`src/rtl/song_pkg.sv`:
```
// Shared definitions for the song recorder and the song player:
// field widths, special note codes, record layout and recorder states.
package song_pkg;

  localparam int NKEYS  = 8;
  localparam int NOTE_W = 4;
  localparam int DUR_W  = 12;
  localparam int ADDR_W = 8;

  localparam logic [3:0] REST      = 4'h0;
  localparam logic [3:0] TERM_CODE = 4'hF;

  // Record layout is {note, dur}: duration in the low bits, note above it.
  localparam int REC_W    = NOTE_W + DUR_W;
  localparam int DUR_LSB  = 0;
  localparam int DUR_MSB  = DUR_W - 1;
  localparam int NOTE_LSB = DUR_W;
  localparam int NOTE_MSB = DUR_W + NOTE_W - 1;

  typedef enum logic [2:0] {
    ST_IDLE     = 3'd0,
    ST_WAIT_KEY = 3'd1,
    ST_RECORD   = 3'd2,
    ST_FLUSH    = 3'd3,
    ST_TERM     = 3'd4
  } rec_state_e;

endpackage

```
`src/rtl/key_note_encoder.sv`:
```
// Priority encoder from the debounced key bus to a note code.
// The lowest pressed key wins and gives code index+1; no key gives a rest.
module key_note_encoder #(
  parameter int NKEYS  = 8,
  parameter int NOTE_W = 4
) (
  input  logic [NKEYS-1:0]  keys,
  output logic [NOTE_W-1:0] note
);
  import song_pkg::*;

  // Scan from the top down so the lowest set key is the last to assign.
  always_comb begin
    note = NOTE_W'(REST);
    for (int i = NKEYS - 1; i >= 0; i--) begin
      if (keys[i]) note = NOTE_W'(i + 1);
    end
  end

endmodule

```
`src/rtl/song_recorder.sv`:
```
// Song recorder: samples the note keys on every tick and writes run-length
// {note, dur} records to song RAM, ending each song with a terminator.
//
// state    | meaning
// ---------+-----------------------------------------------------------
// IDLE     | not recording; waits for rec_start
// WAIT_KEY | armed; leading silence is discarded until the first note
// RECORD   | accumulating the duration of cur_note, one count per tick
// FLUSH    | writes the record still in progress after rec_stop
// TERM     | writes the terminator, latches song_len, pulses done
module song_recorder #(
  parameter int NKEYS  = song_pkg::NKEYS,
  parameter int NOTE_W = song_pkg::NOTE_W,
  parameter int DUR_W  = song_pkg::DUR_W,
  parameter int ADDR_W = song_pkg::ADDR_W
) (
  input  logic                    sys_clk,
  input  logic                    rst,
  input  logic                    tick,
  input  logic                    rec_start,
  input  logic                    rec_stop,
  input  logic [NKEYS-1:0]        keys,
  output logic                    wr_en,
  output logic [ADDR_W-1:0]       wr_addr,
  output logic [NOTE_W+DUR_W-1:0] wr_data,
  output logic                    busy,
  output logic                    full,
  output logic                    done,
  output logic [ADDR_W:0]         song_len
);
  import song_pkg::*;

  localparam int                DEPTH     = 2 ** ADDR_W;
  localparam logic [ADDR_W-1:0] LAST_DATA = ADDR_W'(DEPTH - 2);
  localparam logic [DUR_W-1:0]  DUR_MAX   = '1;

  rec_state_e              state_q, state_d;
  logic [ADDR_W-1:0]       addr_q, addr_d;
  logic [NOTE_W-1:0]       cur_note_q, cur_note_d;
  logic [DUR_W-1:0]        dur_q, dur_d;
  logic                    full_q, full_d;
  logic                    done_q, done_d;
  logic [ADDR_W:0]         song_len_q, song_len_d;
  logic                    wr_en_q, wr_en_d;
  logic [ADDR_W-1:0]       wr_addr_q, wr_addr_d;
  logic [NOTE_W+DUR_W-1:0] wr_data_q, wr_data_d;

  logic [NOTE_W-1:0] note;
  logic              rec_write;
  logic              at_last;

  key_note_encoder #(.NKEYS(NKEYS), .NOTE_W(NOTE_W)) u_enc (
    .keys (keys),
    .note (note)
  );

  // A record closes on a note change or a saturated duration; stop pre-empts it.
  assign rec_write = (state_q == ST_RECORD) && !rec_stop && tick &&
                     ((note != cur_note_q) || (dur_q == DUR_MAX));
  assign at_last   = (addr_q == LAST_DATA);

  // State and datapath registers, cleared asynchronously so a reset aborts at once.
  always_ff @(posedge sys_clk or posedge rst) begin
    if (rst) begin
      state_q    <= ST_IDLE;
      addr_q     <= '0;
      cur_note_q <= '0;
      dur_q      <= '0;
      full_q     <= 1'b0;
      done_q     <= 1'b0;
      song_len_q <= '0;
      wr_en_q    <= 1'b0;
      wr_addr_q  <= '0;
      wr_data_q  <= '0;
    end else begin
      state_q    <= state_d;
      addr_q     <= addr_d;
      cur_note_q <= cur_note_d;
      dur_q      <= dur_d;
      full_q     <= full_d;
      done_q     <= done_d;
      song_len_q <= song_len_d;
      wr_en_q    <= wr_en_d;
      wr_addr_q  <= wr_addr_d;
      wr_data_q  <= wr_data_d;
    end
  end

  // Next-state logic.
  always_comb begin
    state_d = state_q;
    case (state_q)
      ST_IDLE:     if (rec_start) state_d = ST_WAIT_KEY;
      ST_WAIT_KEY: begin
        if (rec_stop)                         state_d = ST_TERM;
        else if (tick && (note != NOTE_W'(REST))) state_d = ST_RECORD;
      end
      ST_RECORD: begin
        if (rec_stop)                state_d = ST_FLUSH;
        else if (rec_write && at_last) state_d = ST_TERM;
      end
      ST_FLUSH:    state_d = ST_TERM;
      ST_TERM:     state_d = ST_IDLE;
      default:     state_d = ST_IDLE;
    endcase
  end

  // Datapath and registered write-port values for each state.
  always_comb begin
    addr_d     = addr_q;
    cur_note_d = cur_note_q;
    dur_d      = dur_q;
    full_d     = full_q;
    song_len_d = song_len_q;
    done_d     = 1'b0;
    wr_en_d    = 1'b0;
    wr_addr_d  = wr_addr_q;
    wr_data_d  = wr_data_q;
    case (state_q)
      ST_IDLE: begin
        if (rec_start) begin
          addr_d = '0;
          full_d = 1'b0;
        end
      end
      ST_WAIT_KEY: begin
        if (!rec_stop && tick && (note != NOTE_W'(REST))) begin
          cur_note_d = note;
          dur_d      = DUR_W'(1);
        end
      end
      ST_RECORD: begin
        if (rec_write) begin
          wr_en_d    = 1'b1;
          wr_addr_d  = addr_q;
          wr_data_d  = {cur_note_q, dur_q};
          addr_d     = addr_q + ADDR_W'(1);
          cur_note_d = note;
          dur_d      = DUR_W'(1);
          if (at_last) full_d = 1'b1;
        end else if (!rec_stop && tick) begin
          dur_d = dur_q + DUR_W'(1);
        end
      end
      ST_FLUSH: begin
        wr_en_d   = 1'b1;
        wr_addr_d = addr_q;
        wr_data_d = {cur_note_q, dur_q};
        addr_d    = addr_q + ADDR_W'(1);
        if (at_last) full_d = 1'b1;
      end
      ST_TERM: begin
        wr_en_d    = 1'b1;
        wr_addr_d  = addr_q;
        wr_data_d  = {NOTE_W'(TERM_CODE), {DUR_W{1'b0}}};
        song_len_d = {1'b0, addr_q} + (ADDR_W + 1)'(1);
        done_d     = 1'b1;
      end
      default: ;
    endcase
  end

  assign busy     = (state_q != ST_IDLE);
  assign full     = full_q;
  assign done     = done_q;
  assign song_len = song_len_q;
  assign wr_en    = wr_en_q;
  assign wr_addr  = wr_addr_q;
  assign wr_data  = wr_data_q;

endmodule

```
`config.mk`:
```
export PLATFORM = sky130hd
export DESIGN_NAME = song_recorder
export DESIGN_NICKNAME = d
export VERILOG_FILES = /design/src/rtl/song_pkg.sv /design/src/rtl/key_note_encoder.sv /design/src/rtl/song_recorder.sv
export SDC_FILE = /design/constraint.sdc
export NUM_CORES = 1
export LEC_CHECK = 0
export BUFFER_PORTS_ARGS = -buffer_cell sky130_fd_sc_hd__clkbuf_2
export CAP_MARGIN = 30
export CORE_ASPECT_RATIO = 0.9
export CORE_UTILIZATION = 51
export DETAILED_ROUTE_END_ITERATION = 8
export GPL_TIMING_DRIVEN = 1
export HOLD_SLACK_MARGIN = 0.05
export PLACE_DENSITY_LB_ADDON = 0.2
export SLEW_MARGIN = 20
export SYNTH_ARGS = -nofsm -noshare
export SYNTH_HDL_FRONTEND = slang
export SYNTH_SLANG_ARGS = --single-unit
export TNS_END_PERCENT = 50
```
`constraint.sdc`:
```
create_clock -name sys_clk -period 2.45 [get_ports sys_clk]
set_clock_uncertainty 0.1 [all_clocks]
set_input_delay 0.6125 -clock sys_clk [delete_from_list [all_inputs] [get_ports sys_clk]]
set_output_delay 0.6125 -clock sys_clk [all_outputs]
set_load 0.05 [all_outputs]
```
* Word level (Yosys, flattened, before mapping) *
Index checks and enable logic that the tools add are counted.
W data, S select, Z words.

storage, ports and cells
  bits of input ports = 13
  output and inout port bits = 37
  logic and storage cells = 84
  bits in registers = 63

cells by class
  equality and inequality tests = 13
  reduce and logical (&&, ||, !) cells = 23
  mux-type cells = 35
  $add $sub $neg = 3

operators with widths
  kind                     number
  $pmux W16 S3             1
  $mux W4                  10
  $mux W12                 3
  $mux W8                  3
  $pmux W12 S2             1
  $pmux W8 S3              1
  $mux W16                 1
  $pmux W8 S2              1
  $mux W3                  5
  $add A12 B1 Y12 const B  1
  $eq A12 B12 Y1 const B   1
  $pmux W3 S4              1
  $reduce_and A3 Y1        4
  $add A8 B1 Y9 const B    1
  $reduce_bool A3 Y1       3
  $add A8 B1 Y8 const B    1
  $eq A8 B8 Y1 const B     1
  $pmux W4 S2              1
  $logic_and A1 B1 Y1      7
  $eq A3 B2 Y1 const B     2
  $ne A2 B2 Y1 const B     3
  $ne A3 B2 Y1 const B     2
  $mux W1                  5
  $ne A4 B4 Y1             1
  12 further kinds         14

* Longest topological paths before layout *
  depth in word-level cells = 15
  mapped depth = 9
  mapped depth without buffers = 7

* Cells and area by module *
A second synthesis with hierarchy kept.

unflattened totals
  cell total of the unflattened synthesis = 335
  area total of the unflattened synthesis = 3,308.2 sq um

by module, submodules not included
  module            cells each  seq. area each (sq um)  instances  area an instance (sq um)
  song_recorder     323         1,576.5                 1          3,236.9
  key_note_encoder  12          0.0                     1          71.3

* Least setup slack after synthesis *
No wires, ideal clock.

  kind = input -> register
  start point = in keys[4]
  end point = reg wr_addr_q[0], in the netlist wr_addr[0]
  setup slack = -0.143 ns
  library setup time = 0.125 ns
  data arrival time = 2.369 ns
  data required time = 2.225 ns
  buffers on the path = 0
  cell stages on the path = 6
  cells stage by stage = nor4_4 -> mux2i_1 -> a22o_1 -> nand4_1 -> a211oi_4 -> mux2_2

on the way
  word-level cells in the longest chain between the ends = 10

ends and longest elaborated chain
  element                             RTL line                source
  from (decl)                         song_recorder.sv:22     input logic [NKEYS-1:0] keys,
  $mux W4 (5 in series)               key_note_encoder.sv:16  if (keys[i]) note = NOTE_W'(i + 1);
  $ne A4 B4 Y1                        song_recorder.sv:59     ((note != cur_note_q) || (dur_q == DUR_MAX));
  $logic_or A1 B1 Y1                  song_recorder.sv:59
  $logic_and A1 B1 Y1                 song_recorder.sv:58     assign rec_write = (state_q == ST_RECORD) && !rec_stop && tick &&
  $ne A2 B2 Y1 (no source line)       n/a
  $reduce_and A2 Y1 (no source line)  n/a
  to (signal assigned)                song_recorder.sv:84     wr_addr_q <= wr_addr_d;
  to (decl)                           song_recorder.sv:45     logic [ADDR_W-1:0] wr_addr_q, wr_addr_d;

Every way passes these cells.
A chain may end at the register's enable or synchronous reset.

* Worst setup path in the final report *
  start point = reg dur_q[0]
  end point = reg cur_note_q[3]

on the way
  word-level cells in the longest chain between the ends = 5

ends and longest elaborated chain
  element                             RTL line             source
  from (decl)                         song_recorder.sv:40  logic [DUR_W-1:0] dur_q, dur_d;
  from (signal assigned)              song_recorder.sv:79  dur_q <= dur_d;
  $eq A12 B12 Y1                      song_recorder.sv:59
  $logic_or A1 B1 Y1                  song_recorder.sv:59
  $logic_and A1 B1 Y1                 song_recorder.sv:58
  $ne A2 B2 Y1 (no source line)       n/a
  $reduce_and A3 Y1 (no source line)  n/a
  to (signal assigned)                song_recorder.sv:78  cur_note_q <= cur_note_d;
  to (decl)                           song_recorder.sv:39  logic [NOTE_W-1:0] cur_note_q, cur_note_d;

Every way passes these cells.

==> impl_results.md <==
* Max VDD drop at 0.000841 V
* CP Depth at 7
* Max stage delay on crit path at 0.40 ns
* Post-synth EDFFs at 0
* Seq cells post-synth at 63
* Worst Setup EP: cur_note_q[3]
* Fin. max-slew vios at 0
* CTS sink count at 63
* Worst path arrival time at 2.60 ns
* Max_slew headroom at 61.7%
* Syn-to-layout area delta at 27.1%
* Post-CTS Hold Fix Bufs at 0
* Post-synth top area share at 48.1%
* Post-Synthesis Cell Area at 0.00328 mm^2
* R2R cell count at 7
* R2R Path Start: dur_q[0]
* Origin of the worst setup path: dur_q[0]
* Period utilization at 101%
* CTS tree: built
* Worst skew pair latency at 0.35 ns
* Vias in the first global route at 2784
* Largest net degree at the start of global routing at 39
* Die X at 86.5 um
* GRT Total Usage at 25.9%
* Global route total overflow at 0
* CTS clk-pin slew, worst paths at 0.07 ns
* CP max stage cell: or3b_4
* Post-synthesis sequential area ratio at 48.1%
* Worst Slack Setup Final at -0.0191 ns
* RSZ-0062 raised after global routing: yes
* Worst-case clock buffer depth at 2
* CP Class: flip-flop to flip-flop
* CP Launch Type: flip-flop
* Drt pass-1 iters at 4
* Via Count at 2833
* ANT cells at 0
* I/O pin count at 50
* Leakage at 2.05 nW
* # Post-CTS Setup Buffers at 0
* Largest area contributor in the netlist: dfrtp_1
* Distinct cells, synth at 54
* Port Buf Inserts at 49
* Routability Congestion at 0.857
* Ys async rst share at 100%
* Nets at 437
* Failing checks: negative setup slack
* Die height at 78.1 um
* Syn Nets at 347
* Yosys warns at 0
* Top achievable clock speed at 405 MHz
* CP max FO at 5
* Design Power at 4.65 mW
* Initial antenna violation count at 0
* Crit-path leading delay family: simple AND/OR/NAND/NOR gates
* Starting Density at 53.3%
* Hold Path Class: input port to async pin
* Worst path cell trace: ha_2, and4_1, or3b_4, o32a_1, and4_2, o21ai_4, mux2_4
* CTS buffer count at 9
* Count leader, synth: dfrtp_1
* Fin crit period at 2.47 ns
* DRT antenna net count at 0
* Post-DP HPWL at 5660 um
* Run status: complete, but fails checks
* Top_reg_cell synth: dfrtp_1
* Area of the core at 0.00615 mm^2
* CTS H-tree depth at 3
* Cell count after synthesis at 331
* Slew @ Worst Pin at 0.574 ns
* Leading post-synthesis cells by cell area: dfrtp_1 (48%), mux2i_1 (4.3%), nand2_1 (3.2%), nor2_1 (3.2%), mux2_2 (2.7%)
* Row count at 27
* First DRT Iteration DRCs at 202
* Pwr Density at 1110 mW/mm^2
* MaxCap Viol Count at 0
* Reg2reg setup slack at -0.02 ns
* # setup viols final at 5
* Reg-to-Reg End: cur_note_q[3]
* Wire length per cell at 15.2 um
* Pre-CTS setup slack at -0.345 ns
* CP bufs+invs at 0
* Synth cell count leaders: dfrtp_1 (63), nand2_1 (28), nor2_1 (28)
* First-pass GRT wire length at 13200 um
* Final WL at 7800 um
* # DRC at 0
* Hold Fails Final Rpt at 0
* Vias per std cell at 5.53
* Worst EP required at 2.58 ns
* Syn avg cell area at 9.90 um^2
* Share of post-route cells with drive strength above 1 at 31.3%
* Clock Root Buffer: clkbuf_8
* Crit. End Element: flip-flop
* Die area at 0.00675 mm^2
## worst min path at each step
stage	endpoint	depth (start not counted)	slack [ns]	from
2_1_floorplan	addr_q[5]	1	0.41	addr_q[5]
3_3_place_gp	song_len[6]	2	0.36	song_len[6]
3_5_place_dp	song_len[6]	2	0.37	song_len[6]
4_1_cts	wr_en	2	0.21	rst
5_1_grt	wr_addr[1]	2	0.26	rst
6_report	wr_addr[0]	2	0.20	rst
## registers in the layout, summed over array words and instances (netlist names)
name        cells
full            1
wr_data        16
song_len        9
state_q         3
wr_addr         8
dur_q          12
cur_note_q      4
addr_q          8
done            1
wr_en           1
## cells by family after synthesis
logic type,after synthesis,synth area share (%)
DFF,63,48.1
xor gates and xnor gates,9,2.40
AOI/OAI and AO/OA,70,15.3
buffers and inverters,37,4.92
adders and majority gates,3,1.15
muxes,26,8.86
and+or+nand+nor,123,19.3
## routing by layer
metal / global-route usage [%] / share of wire [%] / up-vias
li1: - / - / 1367
met1: 35.1 / 47 / 1380
met2: 40.1 / 46 / 72
met3: 6.10 / 4.9 / 14
met4: 10.3 / 1.4 / 0
met5: 0 / 0 / -
## layout by cell type, fill, tap and decap left out, drive strengths merged, types with 3 or more instances in the layout
| cell type | synthesis | layout |
|---|---|---|
| a21oi | 13 | 13 |
| mux2i | 14 | 14 |
| inv | 23 | 23 |
| nor2b | 6 | 6 |
| nor3 | 8 | 8 |
| dfrtp | 63 | 63 |
| mux2 | 12 | 12 |
| xnor2 | 7 | 7 |
| nand2b | 5 | 5 |
| buf | 6 | 45 |
| and2 | 5 | 5 |
| nor4 | 4 | 4 |
| ha | 3 | 3 |
| o2bb2ai | 3 | 3 |
| nand2 | 28 | 28 |
| o31ai | 4 | 4 |
| nand3 | 13 | 13 |
| a31oi | 10 | 10 |
| or3 | 4 | 4 |
| clkbuf | 8 | 60 |
| nor2 | 28 | 28 |
| nand4 | 8 | 8 |
| and3 | 5 | 5 |
| o21ai | 15 | 15 |
## power by group
| part | internal [mW] | leakage (nW) | switching (mW) |
|---|---|---|---|
| Sequential | 1.32 | 0.819 | 0.253 |
| Clock | 0.518 | 0.0985 | 0.392 |
| Combinational | 0.770 | 1.13 | 1.39 |
## per-stage QoR
stage / TNS (ns) / instance area, um^2 / util, % / cells / hold WS [ns]
floorplan: -1.26 / 3280 / - / 331 / 0.405
global placement: -7.96 / 3920 / 63.8 / 497 / 0.363
detailed placement: -10.42 / 3920 / 63.8 / 497 / 0.370
CTS: -0.0759 / 4120 / 67.0 / 512 / 0.207
global route: -1.47 / 4170 / 67.8 / 512 / 0.258
finish: -0.0683 / 4170 / 67.8 / 512 / 0.202
## cell type report
type | instances | area, um^2
Tap cell | 87 | 109
Multi-Input combinational cell | 231 | 1580
Sequential cell | 63 | 1580
Clock inverter | 3 | 42.5
Fill cell | 493 | 1980
Clock buffer | 12 | 155
Timing Repair Buffer | 93 | 622
Inverter | 23 | 86.3
## repair_timing
action / CTS / global route
gates resized for setup: 1 / 13
endpoints found under the setup margin: 8 / 42
pin swaps: 0 / 3
(Power assumes the default switching activity.)
